<file path="src/rtl/mmio_arbiter_pkg.sv">
// Shared types for the MMIO port arbiter.
package mmio_enum;

  typedef enum logic [1:0] {
    IDLE,
    ISSUE,
    RDATA
  } mmio_arb_state_t;

endpackage

</file>
<file path="src/rtl/mmio_arbiter_rr_arbiter.sv">
// Combinational round-robin picker: first set request after ptr, wrapping at N.
module rr_arbiter #(
  parameter int unsigned N = 2
) (
  input  logic [N-1:0]         req,
  input  logic [$clog2(N)-1:0] ptr,
  output logic                 gnt_valid,
  output logic [$clog2(N)-1:0] gnt_id
);

  localparam int unsigned PW = $clog2(N);

  logic [PW-1:0] idx;

  always_comb begin
    gnt_valid = 1'b0;
    gnt_id    = '0;
    idx       = '0;
    for (int unsigned i = 1; i <= N; i++) begin
      idx = PW'((32'(ptr) + i) % N);
      if (!gnt_valid && req[idx]) begin
        gnt_valid = 1'b1;
        gnt_id    = idx;
      end
    end
  end

endmodule

</file>
<file path="src/rtl/mmio_arbiter.sv">
// Round-robin arbiter sharing one MMIO register port between N_REQ requesters,
// one transaction in flight; all outputs registered.
module mmio_arbiter
  import mmio_enum::*;
#(
  parameter int unsigned N_REQ   = 2,
  parameter int unsigned A_WIDTH = 32,
  parameter int unsigned D_WIDTH = 32
) (
  input  logic                       clk_i,
  input  logic                       rst_i,
  input  logic [N_REQ-1:0]           req_i,
  input  logic [N_REQ-1:0]           we_i,
  input  logic [N_REQ*A_WIDTH-1:0]   addr_i,
  input  logic [N_REQ*D_WIDTH-1:0]   wdata_i,
  output logic [N_REQ-1:0]           ack_o,
  output logic [N_REQ-1:0]           rvalid_o,
  output logic [D_WIDTH-1:0]         rdata_o,
  output logic                       wr_en_o,
  output logic [A_WIDTH-1:0]         wr_addr_o,
  output logic [D_WIDTH-1:0]         wr_data_o,
  output logic                       rd_en_o,
  output logic [A_WIDTH-1:0]         rd_addr_o,
  input  logic [D_WIDTH-1:0]         rd_data_i
);

  localparam int unsigned ID_W = $clog2(N_REQ);

  mmio_arb_state_t    state_q, state_d;
  logic [ID_W-1:0]    id_q, id_d;
  logic               we_q, we_d;
  logic [ID_W-1:0]    ptr_q, ptr_d;

  logic               gnt_valid;
  logic [ID_W-1:0]    gnt_id;

  logic [N_REQ-1:0]   ack_d, rvalid_d;
  logic [D_WIDTH-1:0] rdata_d;
  logic               wr_en_d, rd_en_d;
  logic [A_WIDTH-1:0] wr_addr_d, rd_addr_d;
  logic [D_WIDTH-1:0] wr_data_d;

  rr_arbiter #(.N(N_REQ)) u_rr (
    .req       (req_i),
    .ptr       (ptr_q),
    .gnt_valid (gnt_valid),
    .gnt_id    (gnt_id)
  );

  // Strobes are computed one state early so they appear registered during ISSUE.
  always_comb begin
    state_d   = state_q;
    id_d      = id_q;
    we_d      = we_q;
    ptr_d     = ptr_q;
    ack_d     = '0;
    rvalid_d  = '0;
    rdata_d   = rdata_o;
    wr_en_d   = 1'b0;
    wr_addr_d = '0;
    wr_data_d = '0;
    rd_en_d   = 1'b0;
    rd_addr_d = '0;
    case (state_q)
      IDLE: begin
        if (gnt_valid) begin
          id_d          = gnt_id;
          we_d          = we_i[gnt_id];
          ptr_d         = gnt_id;
          ack_d[gnt_id] = 1'b1;
          if (we_i[gnt_id]) begin
            wr_en_d   = 1'b1;
            wr_addr_d = addr_i[32'(gnt_id)*A_WIDTH +: A_WIDTH];
            wr_data_d = wdata_i[32'(gnt_id)*D_WIDTH +: D_WIDTH];
          end else begin
            rd_en_d   = 1'b1;
            rd_addr_d = addr_i[32'(gnt_id)*A_WIDTH +: A_WIDTH];
          end
          state_d = ISSUE;
        end
      end
      ISSUE: state_d = we_q ? IDLE : RDATA;
      RDATA: begin
        rdata_d        = rd_data_i;
        rvalid_d[id_q] = 1'b1;
        state_d        = IDLE;
      end
      default: state_d = IDLE;
    endcase
  end

  always_ff @(posedge clk_i or posedge rst_i) begin
    if (rst_i) begin
      state_q   <= IDLE;
      id_q      <= '0;
      we_q      <= 1'b0;
      ptr_q     <= ID_W'(N_REQ - 1);
      ack_o     <= '0;
      rvalid_o  <= '0;
      rdata_o   <= '0;
      wr_en_o   <= 1'b0;
      wr_addr_o <= '0;
      wr_data_o <= '0;
      rd_en_o   <= 1'b0;
      rd_addr_o <= '0;
    end else begin
      state_q   <= state_d;
      id_q      <= id_d;
      we_q      <= we_d;
      ptr_q     <= ptr_d;
      ack_o     <= ack_d;
      rvalid_o  <= rvalid_d;
      rdata_o   <= rdata_d;
      wr_en_o   <= wr_en_d;
      wr_addr_o <= wr_addr_d;
      wr_data_o <= wr_data_d;
      rd_en_o   <= rd_en_d;
      rd_addr_o <= rd_addr_d;
    end
  end

endmodule
</file>
<file path="config.mk">
export PLATFORM = sky130hd
export DESIGN_NAME = mmio_arbiter
export DESIGN_NICKNAME = d
export VERILOG_FILES = /design/src/rtl/mmio_arbiter_pkg.sv /design/src/rtl/mmio_arbiter_rr_arbiter.sv /design/src/rtl/mmio_arbiter.sv
export SDC_FILE = /design/constraint.sdc
export NUM_CORES = 1
export LEC_CHECK = 0
export ABC_AREA = 1
export BUFFER_PORTS_ARGS = -buffer_cell sky130_fd_sc_hd__buf_2
export CAP_MARGIN = 40
export CORE_UTILIZATION = 38
export CTS_CLUSTER_SIZE = 12
export DETAILED_ROUTE_END_ITERATION = 10
export GPL_TIMING_DRIVEN = 0
export MAX_ROUTING_LAYER = met4
export PLACE_DENSITY = 0.69
export SYNTH_ARGS = -nofsm -noshare
export SYNTH_HDL_FRONTEND = slang
export SYNTH_HIERARCHICAL = 1
export SYNTH_SLANG_ARGS = --single-unit
</file>
<file path="constraint.sdc">
create_clock -name clk_i -period 3.9 [get_ports clk_i]
set_input_delay 0.39 -clock clk_i [delete_from_list [all_inputs] [get_ports clk_i]]
set_output_delay 0.39 -clock clk_i [all_outputs]
set_load 0.05 [all_outputs]
</file>
==> flow_metrics.tcl, run 1 <==
set metrics [dict create \
    status "complete, no violations" \
    grt_use_met1 0.229 \
    maxCapViolations 0 \
    synth.net_count 758 \
    start_util 0.395 \
    hold_viol 0 \
    synth.largest_area_cell "dfrtp_1" \
    drive_above_1_share 0.432 \
    via_per_inst 4.48 \
    rsz0062_at_grt "no" \
    r2r-end "rd_addr_o[28]" \
    dpl.hpwl_microns 12400 \
    drt_iter0_markers 195 \
    netlist_area_sq_um 5540 \
    power_density_nw_per_um2 792 \
    syn-instance-count 592 \
    place.gp.congestion 0.814 \
    cp.arrival_ns 2.10 \
    ys_seq_area_frac 0.628 \
    setup_tns_ns 0 \
    peakVddDrop_v 0.000306 \
    r2r_setup_slack_ns 2.14 \
    max_stage_delay_ns 0.47 \
    h-tree-depth 4 \
    first_pass_iters 4 \
    cp_top_family "buffers and inverters" \
    clkTransAtPathRegs_ns 0.06 \
    fp.dieW_microns 123 \
    reg2reg_depth 5 \
    p_leak_nw 4.66 \
    nNetsFinal 1081 \
    whs_ns 0.205 \
    grt_pass1_vias 4791 \
    wl_per_cell_microns 14.6 \
    grt.busiest_layer "met2" \
    synth_cell_types 23 \
    drt-total-wl_microns 16100 \
    post_cts_buffers 0 \
    drtAntennaViolNets 0 \
    cp-end-kind "flop" \
    cts_tree "yes" \
    crit_chain "a21oi_1 -> buf_6 -> clkbuf_1 -> o21ai_0 -> nor2_1" \
    syn_avg_cell_area_sq_um 9.36 \
    fmax_mhz 567 \
    worstMarginPinSlew_ns 0.579 \
    synth_top_area_frac 0.623 \
    grt_pass1_wl_microns 24000 \
    hold_buffers 1 \
    setup_viol 0 \
    io_pins 300 \
    hold_end "rdata_o[8]" \
    cts_resized 0 \
    synthMostInstantiatedCell "nand2_1" \
    synth_edf_count 0 \
    period_needed_ns 1.76 \
    fin_crit_sh 0.452 \
    numCtsBuffers 17 \
    cp_slowest_cell "clkbuf_1" \
    ys_dominant_reg_cell "dfrtp_1" \
    area_delta_synth_final_pct 42.9 \
    crit_type "flop to flop" \
    path_buf_inv 2 \
    fp.dieArea_sq_um 15100 \
    num_vias 4956 \
    use_met3 0.0757 \
    required_ns 4.24 \
    ys_ff_latch 139 \
    placeableCoreArea_sq_um 14000 \
    max_slew_margin 0.614 \
    fin_worst_skew_ns 0.00743 \
    async_reset_ff_frac 1.00 \
    worst_setup_path_start_kind "flop" \
    gr-total-overflow 0 \
    synthTopCellsByCount "nand2_1, dfrtp_1, nor2_1" \
    die_h_microns 123 \
    antenna_cells 0 \
    grt_antenna_before_repair 0 \
    r2r-start "ptr_q" \
    synth_warnings 6 \
    path_max_fanout 10 \
    hold_depth 3 \
    clock-sinks 139 \
    hp-class "input port to flop" \
    clk_latency_ns 0.41 \
    synthTopCellsByArea "dfrtp_1, nand2_1, nor2_2" \
    maxSlewViolCount 0 \
    fillers 1299 \
    io_buffers 299 \
    met2_usage 0.401 \
    grt_max_degree 40 \
    cts_buffer_depth 2 \
    num_rows 43 \
    grtUsageTotal 0.226 \
    hp-start "rd_data_i[8]" \
    drcViolationCount 0 \
    clockRootBuffer "clkbuf_16" \
]
## cells in the final DEF (no fill, tap or decap), types with 3 or more instances in the layout
master	n
and2_0	32
buf_12	3
buf_2	316
buf_6	5
clkbuf_1	9
clkbuf_16	17
clkbuf_8	4
clkinv_2	4
dfrtp_1	138
inv_1	38
nand2_1	174
nand3_1	32
nor2_1	63
nor2_2	38
o21ai_0	30
o21ai_1	4
## cells by family after synthesis
kind of cell / synth area share
compound gates: 0.0316
flops: 0.628
buf+inv: 0.0666
simple gates: 0.274
## layout make-up
type	count	area [sq um]	share of cell area
Buffer	34	213	0.0269
Clock buffer	23	488	0.0616
Clock inverter	7	66.3	0.00838
Inverter	41	160	0.0202
Multi-Input combinational cell	378	1690	0.214
Sequential cell	139	3480	0.439
Tap cell	180	225	0.0284
Timing Repair Buffer	304	1590	0.201
## how the worst max path moves through the flow
stage | start | end | slack [ns] | cells after the start
finish | ptr_q | rd_addr_o[28] | 2.14 | 5
global route | ptr_q | rd_addr_o[30] | 2.00 | 5
CTS | ptr_q | rd_addr_o[29] | 2.07 | 5
detailed placement | req_i[1] | rd_addr_o[29] | 1.97 | 7
global placement | rst_i | rd_addr_o[4] | 0.93 | 2
floorplan | rst_i | ack_o[0] | 1.78 | 1
## metrics by stage
stage               total power, W  area (sq um)  std cells  setup slack [ns]   util
finish                     0.00627          7920       1106              2.14  0.564
global route               0.00662          7920       1106              2.00  0.564
CTS                        0.00633          7920       1106              2.07  0.564
detailed placement         0.00481          7350       1075              1.97  0.524
global placement           0.00476          7270       1071             0.934  0.517
floorplan                  0.00404          5540        592              1.78      -
## registers in the layout, indices dropped and copies added, names as in the netlist
register   count
wr_addr_o     32
wr_data_o     32
rd_en_o        1
ptr_q          1
rvalid_o       2
we_q           1
wr_en_o        1
rdata_o       32
rd_addr_o     32
state_q        2
id_q           1
ack_o          2
## worst min-delay path: cells and delay by family
family                 cells  cell delay (ns)
and+or+nand+nor            2             0.12
buffers and inverters      1             0.07
## metal layers
layer,part of all wire,vias to the layer above
met5,0,-
met2,0.53,207
met1,0.37,2295
li1,-,2434
met4,0.016,0
met3,0.088,20
## where the power goes
group	switching [W]	total, W	internal [W]
Clock	0.000573	0.00151	0.000933
Sequential	0.000138	0.00197	0.00183
Combinational	0.00217	0.00279	0.000622
Total	0.00288	0.00627	0.00338
Power figures use the tool's default switching activity.
==> run 2: changes to the inputs <==
- clock period: 3.9 -> 1.43 ns (I/O delays scaled with it)
==> flow_metrics.tcl, run 2 (synthesized netlist as in run 1, its figures left out) <==
set metrics [dict create \
    drtAntennaViolNets 0 \
    path_buf_inv 4 \
    cp.arrival_ns 1.85 \
    rsz0062_at_grt "yes" \
    clockRootBuffer "clkbuf_16" \
    num_vias 5271 \
    fin_worst_skew_ns 0.00995 \
    grt_max_degree 40 \
    r2r-end "wr_addr_o[15]" \
    io_pins 300 \
    finalPower_w 0.0181 \
    hp-class "input port to flop" \
    final_common_cell "buf_2" \
    violations "setup timing" \
    final_cell_mix "buf_2, nand2_1, dfrtp_1" \
    regArea_sq_um 3480 \
    setup_viol 58 \
    worst_setup_path_start_kind "flop" \
    gr-total-overflow 0 \
    drt-total-wl_microns 17800 \
    status "finished, violations left" \
    numCtsBuffers 17 \
    setup_ws_ns -0.0808 \
    crit_type "flop to flop" \
    h-tree-depth 4 \
    maxCapViolations 0 \
    placeableCoreArea_sq_um 14000 \
    grt_antenna_before_repair 0 \
    die_h_microns 123 \
    fin_crit_sh 1.06 \
    grt_pass1_wl_microns 25800 \
    clk_latency_ns 0.42 \
    drt_iter0_markers 227 \
    cp-end-kind "flop" \
    cp_slowest_cell "dfstp_2" \
    drcViolationCount 0 \
    dpl.hpwl_microns 12400 \
    p_leak_nw 5.06 \
    setup_tns_ns -2.33 \
    max_slew_margin 0.685 \
    first_pass_iters 4 \
    maxSlewViolCount 0 \
    place_ws_ns -0.366 \
    fillers 1154 \
    path_max_fanout 6 \
    fp.dieArea_sq_um 15100 \
    required_ns 1.77 \
    clkTransAtPathRegs_ns 0.05 \
    grtUsageTotal 0.241 \
    fmax_mhz 662 \
    r2r-start "ptr_q" \
    hold_viol 0 \
    num_rows 43 \
    reg2reg_depth 9 \
    cp_top_family "flip-flops" \
    io_buffers 299 \
    cts_tree "yes" \
    period_needed_ns 1.51 \
    place.gp.congestion 0.814 \
    worstMarginPinSlew_ns 0.473 \
    max_stage_delay_ns 0.55 \
    power_density_nw_per_um2 2020 \
    grt_pass1_vias 5283 \
    via_per_inst 4.53 \
    crit_chain "a21oi_4 -> buf_8 -> inv_8 -> nand2_4 -> nand2_4 -> nand2_4 -> buf_12 -> clkbuf_16 -> nor2_4" \
    nNetsFinal 1138 \
    hold_end "rd_addr_o[6]" \
    hold_depth 3 \
    area_delta_synth_final_pct 61.2 \
    start_util 0.395 \
    drive_above_1_share 0.454 \
    path_common_cell "nand2_4" \
    wl_per_cell_microns 15.3 \
    multi_input_area_sq_um 1960 \
    fp.dieW_microns 123 \
    clock-sinks 139 \
    hp-start "addr_i[6]" \
    cts_buffer_depth 2 \
    peakVddDrop_v 0.000845 \
    r2r_setup_slack_ns -0.08 \
    final_util 0.636 \
]
==> run 2: cell count changes in the layout (fill, tap and decap cells not counted), sizes merged <==
cell         before  now
buf             330  332
clkbuf           30   37
diode             0    1
dlygate4sd3       1   49
==> run 2: routing by layer <==
layer	share of wire	track usage	wire length (microns)
met1	0.37	0.239	6560
met2	0.54	0.433	9560
met3	0.077	0.0734	1370
met4	0.017	0.107	306
met5	0	-	0
==> run 2: final cells by class <==
class                           count  area share
Antenna cell                        1    0.000280
Buffer                             34      0.0364
Clock buffer                       23      0.0546
Clock inverter                      7     0.00743
Inverter                           41      0.0185
Multi-Input combinational cell    378       0.219
Sequential cell                   139       0.390
Tap cell                          180      0.0252
Timing Repair Buffer              361       0.249
==> run 2: worst max-delay path by stage <==
stage / from / slack (ns) / depth (start not counted) / endpoint
4_1_cts: ptr_q / -0.07 / 9 / wr_addr_o[8]
6_report: ptr_q / -0.08 / 9 / wr_addr_o[15]
3_5_place_dp: ptr_q / -0.37 / 5 / rd_addr_o[29]
5_1_grt: ptr_q / -0.14 / 9 / wr_addr_o[15]
3_3_place_gp: rst_i / -1.29 / 2 / rd_addr_o[4]
2_1_floorplan: rst_i / -0.45 / 1 / ack_o[0]
==> run 2: metrics by stage <==
| stage | cells | hold WS [ns] | area (sq um) |
|---|---|---|---|
| floorplan | 592 | 0.288 | 5540 |
| global placement | 1071 | 0.377 | 7270 |
| global route | 1163 | 0.00707 | 8930 |
| finish | 1164 | 0.0147 | 8930 |
| detailed placement | 1075 | 0.0807 | 7350 |
| CTS | 1158 | 0.0000400 | 8570 |
==> run 2: power breakdown <==
group,total [W],switching (W),internal (W)
Sequential,0.00538,0.000393,0.00499
Clock,0.00411,0.00156,0.00255
Combinational,0.00856,0.00631,0.00225
Total,0.0181,0.00827,0.00979
==> run 2: timing repair <==
action | in CTS | in global routing
pin swaps | 1 | 1
buffers inserted | 3 | 1
hold endpoints to repair | 129 | 0
cloned | 1 | 4
setup endpoints to repair | 96 | 98
gates resized for setup | 70 | 65
hold buffers | 49 | 0
==> run 2: tightest hold or removal path, cell delays in order <==
cell     delay, ns
buf_2         0.08
o21ai_1       0.07
nor2_1        0.09
